[config.mk]
export PLATFORM = sky130hd
export DESIGN_NAME = io_bus_arbiter_flat
export DESIGN_NICKNAME = d
export VERILOG_FILES = /design/src/rtl/io_bus_arbiter_pkg.sv /design/src/rtl/io_bus_arbiter_if.sv /design/src/rtl/io_bus_arbiter_arb.sv /design/src/rtl/io_bus_arbiter.sv /design/src/flat_wrapper.sv
export SDC_FILE = /design/constraint.sdc
export NUM_CORES = 1
export LEC_CHECK = 0
export ABC_AREA = 1
export ABC_CLOCK_PERIOD_IN_PS = 4100
export BUFFER_PORTS_ARGS = -buffer_cell sky130_fd_sc_hd__buf_2
export CORE_AREA = 2 2 162 164
export DETAILED_ROUTE_END_ITERATION = 10
export DIE_AREA = 0 0 164 166
export MAX_ROUTING_LAYER = met4
export PLACE_DENSITY = 0.67
export SLEW_MARGIN = 20
export SYNTH_ARGS = -nofsm -noshare
export SYNTH_HDL_FRONTEND = slang
export SYNTH_HIERARCHICAL = 1
export SYNTH_SLANG_ARGS = --single-unit
[constraint.sdc]
create_clock -name clk -period 4.1 [get_ports clk]
set_input_delay 0.615 -clock clk [delete_from_list [all_inputs] [get_ports clk]]
set_output_delay 0.615 -clock clk [all_outputs]
set_load 0.005 [all_outputs]
[src/rtl/io_bus_arbiter_pkg.sv]
// Shared types and constants for the IO bus arbiter and the per-core IO request queues.
package io_bus_arbiter_pkg;

  localparam int MAX_CORES        = 4;
  localparam int CORE_ID_WIDTH    = $clog2(MAX_CORES);
  localparam int THREAD_IDX_WIDTH = 2;

  // Read value returned to the thread when the device never acknowledges.
  localparam logic [31:0] IO_TIMEOUT_DATA = 32'hffffffff;

  typedef logic [CORE_ID_WIDTH-1:0]    core_id_t;
  typedef logic [THREAD_IDX_WIDTH-1:0] thread_idx_t;

  typedef struct packed {
    logic        is_store;
    logic [31:0] address;
    logic [31:0] value;
    thread_idx_t thread_idx;
  } ioreq_packet_t;

  typedef struct packed {
    core_id_t    core;
    thread_idx_t thread_idx;
    logic [31:0] read_value;
  } iorsp_packet_t;

  typedef enum logic [1:0] {
    IO_BUS_IDLE,
    IO_BUS_ACTIVE,
    IO_BUS_RESPOND
  } io_bus_state_t;

endpackage

[src/rtl/io_bus_arbiter_if.sv]
// Request/response and device-bus signals of the IO bus arbiter.
// master: the arbiter itself; slave: the request queues plus the IO device.
interface io_bus_arbiter_if
  import io_bus_arbiter_pkg::*;
#(
  parameter int NUM_CORES = 4
) ();

  logic [NUM_CORES-1:0] ior_request_valid;
  ioreq_packet_t        ior_request [NUM_CORES];
  logic [NUM_CORES-1:0] ii_ready;
  logic                 ii_response_valid;
  iorsp_packet_t        ii_response;
  logic                 io_write_en;
  logic                 io_read_en;
  logic [31:0]          io_address;
  logic [31:0]          io_write_data;
  logic [31:0]          io_read_data;
  logic                 io_ack;

  modport master (
    input  ior_request_valid, ior_request, io_read_data, io_ack,
    output ii_ready, ii_response_valid, ii_response,
           io_write_en, io_read_en, io_address, io_write_data
  );

  modport slave (
    output ior_request_valid, ior_request, io_read_data, io_ack,
    input  ii_ready, ii_response_valid, ii_response,
           io_write_en, io_read_en, io_address, io_write_data
  );

endinterface

[src/rtl/io_bus_arbiter_arb.sv]
// Round-robin arbiter and one-hot to index encoder used by the IO bus arbiter.
module rr_arbiter #(
  parameter int NUM_REQUESTERS = 4,
  localparam int IDX_W = (NUM_REQUESTERS > 1) ? $clog2(NUM_REQUESTERS) : 1
) (
  input  logic                      clk,
  input  logic                      reset,
  input  logic [NUM_REQUESTERS-1:0] request,
  input  logic                      update_lru,
  output logic [NUM_REQUESTERS-1:0] grant_oh
);

  logic [IDX_W-1:0] highest;
  int               grant_idx;

  // Scan requesters starting from the current highest-priority slot.
  always_comb begin
    grant_oh  = '0;
    grant_idx = 0;
    for (int i = NUM_REQUESTERS - 1; i >= 0; i--) begin
      if (request[(int'(highest) + i) % NUM_REQUESTERS]) begin
        grant_idx = (int'(highest) + i) % NUM_REQUESTERS;
      end
    end
    if (|request) begin
      grant_oh[grant_idx] = 1'b1;
    end
  end

  // The winner drops to lowest priority; the slot after it becomes highest.
  always_ff @(posedge clk or posedge reset) begin
    if (reset) begin
      highest <= '0;
    end else if (update_lru) begin
      highest <= IDX_W'((grant_idx + 1) % NUM_REQUESTERS);
    end
  end

endmodule

module oh_to_idx #(
  parameter int NUM_SIGNALS = 4,
  localparam int IDX_W = (NUM_SIGNALS > 1) ? $clog2(NUM_SIGNALS) : 1
) (
  input  logic [NUM_SIGNALS-1:0] one_hot,
  output logic [IDX_W-1:0]       index
);

  // OR together the positions of set bits; exact for a one-hot input.
  always_comb begin
    index = '0;
    for (int i = 0; i < NUM_SIGNALS; i++) begin
      if (one_hot[i]) begin
        index = index | IDX_W'(i);
      end
    end
  end

endmodule

[src/rtl/io_bus_arbiter.sv]
// Shares one non-cacheable IO bus among the per-core IO request queues.
// One transaction outstanding at a time: grant, drive bus until ack or
// timeout, then broadcast a one-cycle response tagged with core/thread.
module io_bus_arbiter
  import io_bus_arbiter_pkg::*;
#(
  parameter int NUM_CORES      = 4,
  parameter int TIMEOUT_CYCLES = 256
) (
  input logic              clk,
  input logic              reset,
  io_bus_arbiter_if.master bus
);

  localparam int CNT_W = $clog2(TIMEOUT_CYCLES);
  localparam logic [CNT_W-1:0] CNT_LAST = CNT_W'(TIMEOUT_CYCLES - 1);

  io_bus_state_t        state, state_next;
  logic [NUM_CORES-1:0] grant_oh;
  logic [NUM_CORES-1:0] grant_q;
  logic                 update_lru;
  ioreq_packet_t        req_sel;
  logic                 req_is_store;
  thread_idx_t          req_thread;
  core_id_t             core_idx;
  logic [CNT_W-1:0]     count;
  logic                 timeout;

  assign update_lru = (state == IO_BUS_IDLE) && (|bus.ior_request_valid);
  assign timeout    = (count == CNT_LAST);
  assign bus.ii_ready = (state == IO_BUS_IDLE) ? grant_oh : '0;

  rr_arbiter #(.NUM_REQUESTERS(NUM_CORES)) u_rr_arbiter (
    .clk       (clk),
    .reset     (reset),
    .request   (bus.ior_request_valid),
    .update_lru(update_lru),
    .grant_oh  (grant_oh)
  );

  oh_to_idx #(.NUM_SIGNALS(NUM_CORES)) u_oh_to_idx (
    .one_hot(grant_q),
    .index  (core_idx)
  );

  // Select the packet of the granted core.
  always_comb begin
    req_sel = '0;
    for (int i = 0; i < NUM_CORES; i++) begin
      if (grant_oh[i]) begin
        req_sel = bus.ior_request[i];
      end
    end
  end

  // State register.
  always_ff @(posedge clk or posedge reset) begin
    if (reset) begin
      state <= IO_BUS_IDLE;
    end else begin
      state <= state_next;
    end
  end

  // Next-state logic; ack takes precedence over timeout.
  always_comb begin
    state_next = state;
    case (state)
      IO_BUS_IDLE:    if (|bus.ior_request_valid) state_next = IO_BUS_ACTIVE;
      IO_BUS_ACTIVE:  if (bus.io_ack || timeout)  state_next = IO_BUS_RESPOND;
      IO_BUS_RESPOND: state_next = IO_BUS_IDLE;
      default:        state_next = IO_BUS_IDLE;
    endcase
  end

  // Latched request, registered bus strobes, timeout counter and response.
  always_ff @(posedge clk or posedge reset) begin
    if (reset) begin
      grant_q           <= '0;
      req_is_store      <= 1'b0;
      req_thread        <= '0;
      count             <= '0;
      bus.io_write_en   <= 1'b0;
      bus.io_read_en    <= 1'b0;
      bus.io_address    <= '0;
      bus.io_write_data <= '0;
      bus.ii_response_valid <= 1'b0;
      bus.ii_response   <= '0;
    end else begin
      bus.ii_response_valid <= 1'b0;
      case (state)
        IO_BUS_IDLE: begin
          if (update_lru) begin
            grant_q           <= grant_oh;
            req_is_store      <= req_sel.is_store;
            req_thread        <= req_sel.thread_idx;
            count             <= '0;
            bus.io_write_en   <= req_sel.is_store;
            bus.io_read_en    <= !req_sel.is_store;
            bus.io_address    <= req_sel.address;
            bus.io_write_data <= req_sel.value;
          end
        end
        IO_BUS_ACTIVE: begin
          if (bus.io_ack || timeout) begin
            count                  <= '0;
            bus.io_write_en        <= 1'b0;
            bus.io_read_en         <= 1'b0;
            bus.ii_response_valid  <= 1'b1;
            bus.ii_response.core       <= core_idx;
            bus.ii_response.thread_idx <= req_thread;
            if (bus.io_ack) begin
              bus.ii_response.read_value <= req_is_store ? 32'h0 : bus.io_read_data;
            end else begin
              bus.ii_response.read_value <= IO_TIMEOUT_DATA;
            end
          end else begin
            count <= count + 1'b1;
          end
        end
        default: count <= '0;
      endcase
    end
  end

  // A device ack outside a bus transaction is ignored by the FSM; flag it in simulation.
  spurious_ack: assert property (@(posedge clk) disable iff (reset)
    bus.io_ack |-> (state == IO_BUS_ACTIVE))
    else $warning("io_ack seen outside a bus transaction; ignored");

endmodule

[src/flat_wrapper.sv]
// flat-port wrapper written by rule: the top's interface ports become plain ports
module io_bus_arbiter_flat import io_bus_arbiter_pkg::*;
#(
  parameter int NUM_CORES      = 4,
  parameter int TIMEOUT_CYCLES = 256
)
  (clk, reset, bus_ior_request_valid, bus_ior_request, bus_io_read_data, bus_io_ack, bus_ii_ready, bus_ii_response_valid, bus_ii_response, bus_io_write_en, bus_io_read_en, bus_io_address, bus_io_write_data);
  io_bus_arbiter_if #(.NUM_CORES(NUM_CORES)) bus_i ();
  input logic clk;
  input logic reset;
  input wire logic [$bits(bus_i.ior_request_valid)-1:0] bus_ior_request_valid;
  input wire logic [$bits(bus_i.ior_request)-1:0] bus_ior_request;
  input wire logic [$bits(bus_i.io_read_data)-1:0] bus_io_read_data;
  input wire logic [$bits(bus_i.io_ack)-1:0] bus_io_ack;
  output wire logic [$bits(bus_i.ii_ready)-1:0] bus_ii_ready;
  output wire logic [$bits(bus_i.ii_response_valid)-1:0] bus_ii_response_valid;
  output wire logic [$bits(bus_i.ii_response)-1:0] bus_ii_response;
  output wire logic [$bits(bus_i.io_write_en)-1:0] bus_io_write_en;
  output wire logic [$bits(bus_i.io_read_en)-1:0] bus_io_read_en;
  output wire logic [$bits(bus_i.io_address)-1:0] bus_io_address;
  output wire logic [$bits(bus_i.io_write_data)-1:0] bus_io_write_data;
  assign bus_i.ior_request_valid = bus_ior_request_valid;
  assign bus_i.ior_request = {>>{bus_ior_request}};
  assign bus_i.io_read_data = bus_io_read_data;
  assign bus_i.io_ack = bus_io_ack;
  assign bus_ii_ready = bus_i.ii_ready;
  assign bus_ii_response_valid = bus_i.ii_response_valid;
  assign bus_ii_response = bus_i.ii_response;
  assign bus_io_write_en = bus_i.io_write_en;
  assign bus_io_read_en = bus_i.io_read_en;
  assign bus_io_address = bus_i.io_address;
  assign bus_io_write_data = bus_i.io_write_data;
  io_bus_arbiter #(.NUM_CORES(NUM_CORES), .TIMEOUT_CYCLES(TIMEOUT_CYCLES)) u_core (.clk(clk), .reset(reset), .bus(bus_i));
endmodule
* Yosys cells after proc, flatten, opt, wreduce, memory -nomap -nowiden
Index checks and enable logic that the tools add are counted.
** Storage, ports and cells
- Output and inout port bits :: 107
- Register bits after elaboration :: 122
- Logic and storage cells :: 88
** Cells by class
- Add/subtract/negate cells :: 5
- Eq/ne operators :: 5
- Reduce and logical (&&, ||, !) cells :: 14
- Bitwise logic cells :: 3
- Multiplexer cells :: 41
- $lt $le $gt $ge :: 6
** Operators by type and width (number)
- $mux 67 :: 4
- $mux 32 :: 6
- $ge 32x1->1 const B :: 1
- $lt 32x4->1 const B :: 1
- $mux 8 :: 2
- $pmux 8 s2 :: 1
- $mux 1 :: 14
- $lt 3x4->1 const B :: 3
- $add 8x1->8 const B :: 1
- $bmux 1 s2 :: 4
- $eq 8x8->1 const B :: 1
- $mux 2 :: 4
- $mux 4 :: 2
- $add 2x2->2 const B :: 3
- $reduce_and 2->1 :: 3
- $reduce_or 2->1 :: 3
- $ne 2x2->1 const B :: 2
- $pmux 1 s2 :: 2
- $pmux 2 s2 :: 1
- $reduce_or 4->1 :: 1
- $and 1x1->1 const A :: 3
- $lt 2x3->1 const B :: 1
- $reduce_and 3->1 :: 1
- $add 2x1->2 const B :: 1
- other kinds (8) :: 9

* Depth between registers and ports, before layout
Gate-level depths: netlist of the first run.
- Depth in word-level cells :: 22
- Depth in mapped cells :: 22
- Gate-level depth less buffers :: 20

* Hierarchy
The synthesis of the first run kept the hierarchy.
** Modules (own cells, without submodules)
- io_bus_arbiter :: instances 1, area each 6608.8 sq um, sequential area each 3002.9 sq um, cells each 952
- rr_arbiter :: instances 1, area each 399.1 sq um, sequential area each 50.0 sq um, cells each 62
- oh_to_idx :: instances 1, area each 18.8 sq um, sequential area each 0.0 sq um, cells each 5

* Worst setup path after synthesis of the first run
OpenSTA, ideal clock, no wires.
- Kind :: input port to output port
- From :: in bus_ior_request_valid[3]
- To :: out bus_ii_ready[2]
- Required time :: 3.485 ns
- Arrival time :: 2.156 ns
- Stages on the path :: 16
- Slack :: 1.329 ns
- Path buffers :: 3
- Cell sequence :: inv_1 > nand2_1 > nand2_2 > o21ai_1 > inv_1 > nand3_2 > nand2_2 > inv_2 > ha_1 > inv_1 > nor2_1 > buf_2 > inv_1 > buf_2 > buf_2 > nor2_1
** Between the ends
- Cells in the longest elaborated chain, start to end :: 13
** Ends and longest elaborated chain
- from (decl) :: RTL line flat_wrapper.sv:11 : input wire logic [$bits(bus_i.ior_request_valid)-1:0] bus_ior_request_valid;
- $bmux 1 s2 :: RTL line io_bus_arbiter_arb.sv:21 : if (request[(int'(highest) + i) % NUM_REQUESTERS]) begin
- $mux 1 (not written as such) (2 in a row) :: RTL line io_bus_arbiter_arb.sv:21
- $mux 32 (4 in a row) :: RTL line io_bus_arbiter_arb.sv:21
- $ge 32x1->1 (not written as such) / $lt 32x4->1 (equally long branches) :: RTL line io_bus_arbiter_arb.sv:26 : grant_oh[grant_idx] = 1'b1;
- $logic_and 1x1->1 (not written as such) :: RTL line io_bus_arbiter_arb.sv:26
- $mux 1 (not written as such) :: RTL line io_bus_arbiter_arb.sv:26
- $demux 1 s2 :: RTL line io_bus_arbiter_arb.sv:26
- $mux 4 * :: RTL line io_bus_arbiter_arb.sv:25 : if (|request) begin
- net u_core.grant_oh[2] :: RTL line io_bus_arbiter.sv:19 : logic [NUM_CORES-1:0] grant_oh;
- $mux 4 * :: RTL line io_bus_arbiter.sv:31 : assign bus.ii_ready = (state == IO_BUS_IDLE) ? grant_oh : '0;
- to (decl) :: RTL line flat_wrapper.sv:15 : output wire logic [$bits(bus_i.ii_ready)-1:0] bus_ii_ready;
The timed path passes the listed nets; every way through them passes the cells marked *. The select of a mux whose other input is x is not followed.

* Final worst setup path of the first run
- From :: reg u_core.u_rr_arbiter.highest[0]
- To :: out bus_ii_ready[3]
** Between the ends
- Cells in the longest elaborated chain, start to end :: 14
** Ends and longest elaborated chain
- from (decl) :: RTL line io_bus_arbiter_arb.sv:13 : logic [IDX_W-1:0] highest;
- from (signal assigned) :: RTL line io_bus_arbiter_arb.sv:35 : highest <= IDX_W'((grant_idx + 1) % NUM_REQUESTERS);
- $add 2x2->2 :: RTL line io_bus_arbiter_arb.sv:21, io_bus_arbiter_arb.sv:22
- $bmux 1 s2 :: RTL line io_bus_arbiter_arb.sv:21
- $mux 1 (not written as such) (2 in a row) :: RTL line io_bus_arbiter_arb.sv:21
- $mux 32 (3 in a row) :: RTL line io_bus_arbiter_arb.sv:21
- $mux 32 * :: RTL line io_bus_arbiter_arb.sv:21
- $ge 32x1->1 (not written as such) / $lt 32x4->1 (equally long branches) :: RTL line io_bus_arbiter_arb.sv:26
- $logic_and 1x1->1 (not written as such) :: RTL line io_bus_arbiter_arb.sv:26
- $mux 1 (not written as such) :: RTL line io_bus_arbiter_arb.sv:26
- $demux 1 s2 * :: RTL line io_bus_arbiter_arb.sv:26
- $mux 4 * :: RTL line io_bus_arbiter_arb.sv:25
- net u_core.grant_oh[3] :: RTL line io_bus_arbiter.sv:19
- $mux 4 * :: RTL line io_bus_arbiter.sv:31
Marks and branches as above.

==> impl_metrics.py, run 1 <==
metrics = {
    "status": {
        "outcome": "finished, final reports clean",
    },
    "finish": {
        "drive_gt1_share_pct": 34.8,
        "final_core_util_pct": 38.9,
        "fillCellCount": 2752,
        "syn_to_final_growth_pct": 42.6,
        "multiInputGateArea_um2": 3380,
        "num-nets-final": 1709,
        "stdcell_area_um2": 9970,
        "seq_area_um2": 3030,
    },
    "route": {
        "vias": 8336,
        "detail-route-antenna-nets": 0,
        "via_per_inst": 4.76,
        "route.met3.wl_um": 2170,
        "wl_um": 28300,
        "met2WireLength_um": 13700,
        "dr.pass1.iters": 5,
        "drc_errors": 0,
        "post_drt_wl_per_cell_um": 16.1,
        "highest_layer": "met4",
        "drt_iter0_drc": 568,
        "wl_met1_um": 11700,
    },
    "die": {
        "ios": 414,
        "fp.coreArea_um2": 25600,
        "start_util_pct": 27.3,
        "rows": 59,
        "die_width_um": 164,
        "dieArea_um2": 27200,
        "dieHeight_um": 166,
    },
    "min_path": {
        "hold_path_class": "primary input to async pin",
    },
    "clock_tree": {
        "cts_hold_buf": 0,
        "cts_tree": "yes",
        "numCtsBuffers": 17,
        "worstSkewPairLatency_ns": 0.42,
        "cts_htree_levels": 4,
        "cts_num_sinks": 121,
        "post_cts_resized": 0,
        "post-cts-setup-buffers": 0,
        "cts_buffer_depth": 2,
        "cts-root-buf": "clkbuf_16",
        "path_clk_slew_ns": 0.06,
    },
    "timing": {
        "final.period_utilization_pct": 80.8,
        "drv_slew": 0,
        "skew_ns": 0.0119,
        "hold_violations": 0,
        "max_clock_freq_mhz": 302,
        "finalSetupViolCount": 0,
        "fin_ws_ns": 0.786,
        "finalSetupTns_ns": 0,
        "post-route-min-period_ns": 3.31,
        "relSlewSlack_pct": 34.8,
        "tightest_slew_ns": 0.976,
        "rsz0062_at_grt": "no",
    },
    "worst_setup_path": {
        "r2r_slack_ns": 1.03,
        "path_max_fanout": 9,
        "worstPathRequired_ns": 3.48,
        "startpoint": "u_core/u_rr_arbiter/highest[0]$_DFFE_PP0P_",
        "r2r.worst_path.cells": 14,
        "start_kind": "flip-flop",
        "crit_type": "flip-flop to primary output",
        "r2r_start": "u_core/u_rr_arbiter/highest[0]$_DFFE_PP0P_",
        "worstSetupEndpointType": "primary output",
        "arrival_ns": 2.70,
        "reg2reg_to": "u_core/req_thread[1]$_DFFE_PP0P_",
        "crit_end": "bus_ii_ready[3]",
    },
    "logic_synthesis": {
        "synth_nets": 1328,
        "syn_area_per_cell_um2": 6.88,
        "ys_warn_count": 6,
        "syn-cell-area_um2": 6990,
        "postSynthCellCount": 1016,
    },
    "pwr": {
        "leakage_uw": 0.00537,
        "pwr-share-comb_pct": 59.6,
        "finalPower_uw": 9090,
        "p_sw_share_pct": 48.2,
        "p_clk_share_pct": 17.6,
        "internal-power_uw": 4710,
        "seqPwrFrac_pct": 22.8,
        "power.density_nw_per_um2": 912,
        "p_sw_uw": 4380,
        "peakVddDrop_mv": 0.531,
    },
    "placement": {
        "routabilityCongestion": 0.913,
        "port_buffers": 413,
        "place_area_um2": 9340,
        "pre_cts_ws_ns": 0.881,
        "post-dp-hpwl_um": 21100,
    },
    "global_route": {
        "antenna_found_initial": 9,
        "grt_max_degree": 79,
        "grt_overflow": 0,
        "grt_pass1_wl_um": 43400,
        "grt_usage_pct": 21.1,
        "grt_pass1_vias": 7892,
    },
    "run": {
        "max_cap_violations": 0,
    },
}
## placed cells by master (no fill, tap or decap), types with 7 or more instances in the layout
| cell type | count |
|---|---|
| a21oi_1 | 194 |
| buf_2 | 413 |
| clkbuf_16 | 17 |
| dfrtp_1 | 121 |
| diode_2 | 8 |
| inv_1 | 69 |
| inv_2 | 7 |
| nand2_1 | 342 |
| nand2_2 | 11 |
| nand3_1 | 80 |
| nor2_1 | 88 |
| o21ai_0 | 13 |
## per-layer routing
layer,global-route usage (%),vias up
met3,4.37,45
met4,8.01,0
li1,-,4022
met2,34.5,406
met5,-,-
met1,25.5,3863
## critical path, cell delays in order (launching register included)
cell     delay, ns
dfrtp_1       0.59
nand2_1       0.11
o21ai_2       0.10
nand2_2       0.08
nand2_2       0.07
inv_2         0.03
a31oi_2       0.24
ha_1          0.20
inv_1         0.04
nor2_1        0.31
inv_1         0.23
nor2_1        0.14
buf_2         0.13
## how the worst min path moves through the flow
| stage | start | to | cells past startpoint |
|---|---|---|---|
| floorplan | reset | u_core/u_rr_arbiter/highest[0]$_DFFE_PP0P_ | 1 |
| global placement | u_core/bus.io_write_en$_DFFE_PP0P_ | u_core/bus.io_write_en$_DFFE_PP0P_ | 2 |
| detailed placement | u_core/bus.ii_response[34]$_DFFE_PP0P_ | u_core/bus.ii_response[34]$_DFFE_PP0P_ | 2 |
| CTS | reset | u_core/u_rr_arbiter/highest[0]$_DFFE_PP0P_ | 2 |
| global route | reset | u_core/u_rr_arbiter/highest[0]$_DFFE_PP0P_ | 2 |
| finish | reset | u_core/u_rr_arbiter/highest[0]$_DFFE_PP0P_ | 2 |
## power by group through the flow
stage / registers, µW / clock network [µW] / logic [µW]
floorplan: 2080 / 0 / 3600
global placement: 2080 / 0 / 5370
detailed placement: 2080 / 0 / 5470
CTS: 2070 / 1650 / 5470
global route: 2140 / 1700 / 6150
finish: 2070 / 1600 / 5420
## per-stage QoR
stage	hold WS, ns	instances
2_1_floorplan	0.356	1016
3_3_place_gp	0.453	1713
3_5_place_dp	0.461	1713
4_1_cts	0.0689	1745
5_1_grt	0.0827	1753
6_report	0.0964	1753
## flip-flops by register name, indices dropped and copies added, names as in the netlist
signal / flops
u_core/bus.ii_response: 36
u_core/bus.ii_response_valid: 1
u_core/bus.io_address: 32
u_core/bus.io_read_en: 1
u_core/bus.io_write_data: 32
u_core/bus.io_write_en: 1
u_core/count: 8
u_core/grant_q: 3
u_core/req_is_store: 1
u_core/req_thread: 2
u_core/state: 2
u_core/u_rr_arbiter/highest: 2
## area by class of cell
type | instances | area share (%)
Antenna cell | 8 | 0.201
Inverter | 78 | 3.04
Clock buffer | 21 | 4.72
Clock inverter | 11 | 1.44
Timing Repair Buffer | 423 | 22.1
Tap cell | 335 | 4.20
Multi-Input combinational cell | 756 | 33.9
Sequential cell | 121 | 30.4
Note: power is estimated with default switching activity, not from simulation.
==> inputs of run 2 (changes only) <==
- ABC_CLOCK_PERIOD_IN_PS: 4100 -> 3100
- clock period: 4.1 -> 3.1 ns (I/O delays scaled with it)
==> impl_metrics.py, run 2 (synthesized netlist as in run 1, its figures left out) <==
metrics = {
    "route": {
        "detail-route-antenna-nets": 0,
        "drt_iter0_drc": 556,
        "drc_errors": 0,
        "wl_um": 28600,
        "via_per_inst": 4.67,
        "vias": 8224,
        "post_drt_wl_per_cell_um": 16.2,
        "dr.pass1.iters": 7,
    },
    "finish": {
        "largest_register_ffs": 36,
        "reg.largest.list": "u_core/bus.ii_response: 36 flops, u_core/bus.io_address: 32 flops, u_core/bus.io_write_data: 32 flops",
        "num-nets-final": 1716,
        "stdcell_area_um2": 10000,
        "fin_cells": 1760,
        "multiInputGateArea_um2": 3390,
        "fillCellCount": 2746,
        "final_common_cell": "buf_2",
        "drive_gt1_share_pct": 35.3,
        "top_register": "u_core/bus.ii_response",
        "seq_area_um2": 3030,
        "final_core_util_pct": 39.1,
        "final_cell_mix": "buf_2 (413), nand2_1 (342), a21oi_1 (194), dfrtp_1 (120), nor2_1 (87)",
        "syn_to_final_growth_pct": 43.3,
    },
    "timing": {
        "max_clock_freq_mhz": 348,
        "fin_hold_ws_ns": 0.266,
        "drv_slew": 0,
        "finalSetupViolCount": 0,
        "rsz0062_at_grt": "no",
        "tightest_slew_ns": 0.992,
        "relSlewSlack_pct": 33.7,
        "hold_violations": 0,
        "final.period_utilization_pct": 92.7,
        "post-route-min-period_ns": 2.87,
        "finalSetupTns_ns": 0,
        "skew_ns": 0.0102,
    },
    "status": {
        "outcome": "finished, final reports clean",
    },
    "die": {
        "rows": 59,
        "dieHeight_um": 166,
        "die_width_um": 164,
        "ios": 414,
        "start_util_pct": 27.3,
        "dieArea_um2": 27200,
        "fp.coreArea_um2": 25600,
    },
    "worst_setup_path": {
        "reg2reg_to": "u_core/bus.io_address[10]$_DFFE_PP0P_",
        "r2r_slack_ns": 0.54,
        "arrival_ns": 2.41,
        "r2r_start": "u_core/u_rr_arbiter/highest[0]$_DFFE_PP0P_",
        "r2r.worst_path.cells": 15,
        "startpoint": "u_core/u_rr_arbiter/highest[0]$_DFFE_PP0P_",
        "crit_type": "flip-flop to primary output",
        "worstPathRequired_ns": 2.63,
        "start_kind": "flip-flop",
        "worstSetupEndpointType": "primary output",
        "path_max_fanout": 9,
    },
    "clock_tree": {
        "cts_buffer_depth": 2,
        "cts_htree_levels": 4,
        "cts_num_sinks": 121,
        "cts_tree": "yes",
        "post-cts-setup-buffers": 0,
        "worstSkewPairLatency_ns": 0.42,
        "cts-root-buf": "clkbuf_16",
        "numCtsBuffers": 17,
        "path_clk_slew_ns": 0.07,
    },
    "pwr": {
        "p_sw_share_pct": 48.4,
        "pwr-share-comb_pct": 60.4,
        "power.density_nw_per_um2": 1190,
        "p_sw_uw": 5800,
        "internal-power_uw": 6170,
        "seqPwrFrac_pct": 22.8,
        "peakVddDrop_mv": 0.778,
        "leakage_uw": 0.00539,
        "p_clk_share_pct": 16.8,
    },
    "placement": {
        "port_buffers": 413,
        "placed_cells": 1719,
        "post-dp-hpwl_um": 21600,
        "routabilityCongestion": 0.921,
        "place_area_um2": 9390,
    },
    "global_route": {
        "grt_usage_pct": 21.3,
        "gr-usage-met3_pct": 4.72,
        "grt_max_degree": 68,
        "grt_overflow": 0,
        "grt_pass1_wl_um": 43400,
        "grt_pass1_vias": 7948,
        "antenna_found_initial": 8,
        "use_met2_pct": 35.4,
        "top_usage_layer": "met2",
        "grt_use_met1_pct": 25.3,
    },
    "min_path": {
        "worstHoldEndpoint": "u_core/bus.io_address[13]$_DFFE_PP0P_",
        "hold_path_depth": 3,
        "hold_path_class": "primary input to flip-flop",
        "min-delay-start": "bus_ior_request[47]",
    },
    "run": {
        "max_cap_violations": 0,
    },
}
-- run 2: cell type report --
type / instances / share of cell area (%)
clock buffer: 19 / 4.42
clock inverter: 13 / 1.46
sequential: 121 / 30.2
inverter: 78 / 3.01
timing repair buffer: 430 / 22.7
tap: 335 / 4.18
multi-input combinational: 756 / 33.8
antenna: 8 / 0.200
-- run 2: power groups by stage --
stage / clock network, µW / registers (µW) / logic (µW)
2_1_floorplan: 0 / 2750 / 4760
3_3_place_gp: 0 / 2720 / 7130
3_5_place_dp: 0 / 2730 / 7210
4_1_cts: 2080 / 2720 / 7250
5_1_grt: 2150 / 2810 / 8150
6_report: 2010 / 2720 / 7230
-- run 2: worst max-delay path by stage --
stage	slack, ns	to	cells past startpoint
after floorplan	0.63	bus_ii_ready[2]	16
after global placement	0.42	bus_ii_ready[3]	12
after detailed placement	0.38	bus_ii_ready[3]	13
after CTS	0.11	bus_ii_ready[3]	13
after global routing	0.04	bus_ii_ready[3]	13
final	0.23	bus_ii_ready[3]	13
-- run 2: metrics by stage --
step	setup slack [ns]	total power, µW
6_report	0.227	12000
5_1_grt	0.0418	13100
4_1_cts	0.106	12000
3_5_place_dp	0.380	9940
3_3_place_gp	0.418	9860
2_1_floorplan	0.629	7510
-- run 2: worst max-delay path, cell delays in order (launching register included) --
cell and delay (ns):
dfrtp_2 0.49, inv_6 0.10, nand2_1 0.06, nand2_1 0.08, nand2_2 0.07, nand2_2 0.07, inv_2 0.03, a31oi_2 0.24
ha_1 0.20, inv_1 0.07, nor2_4 0.17, inv_1 0.14, nor2_1 0.12, buf_2 0.14
-- run 2: what timing repair did --
action                                 in CTS  in global routing
endpoints found under the hold margin       2                  0
resized for setup                           2                  2
hold buffers                                1                  0
setup endpoints to repair                   1                  2
-- run 2: metal layers --
layer	wire [µm]	vias to the layer above
li1	-	4037
met1	11700	3776
met2	14200	376
met3	2130	35
met4	523	0
met5	0	-
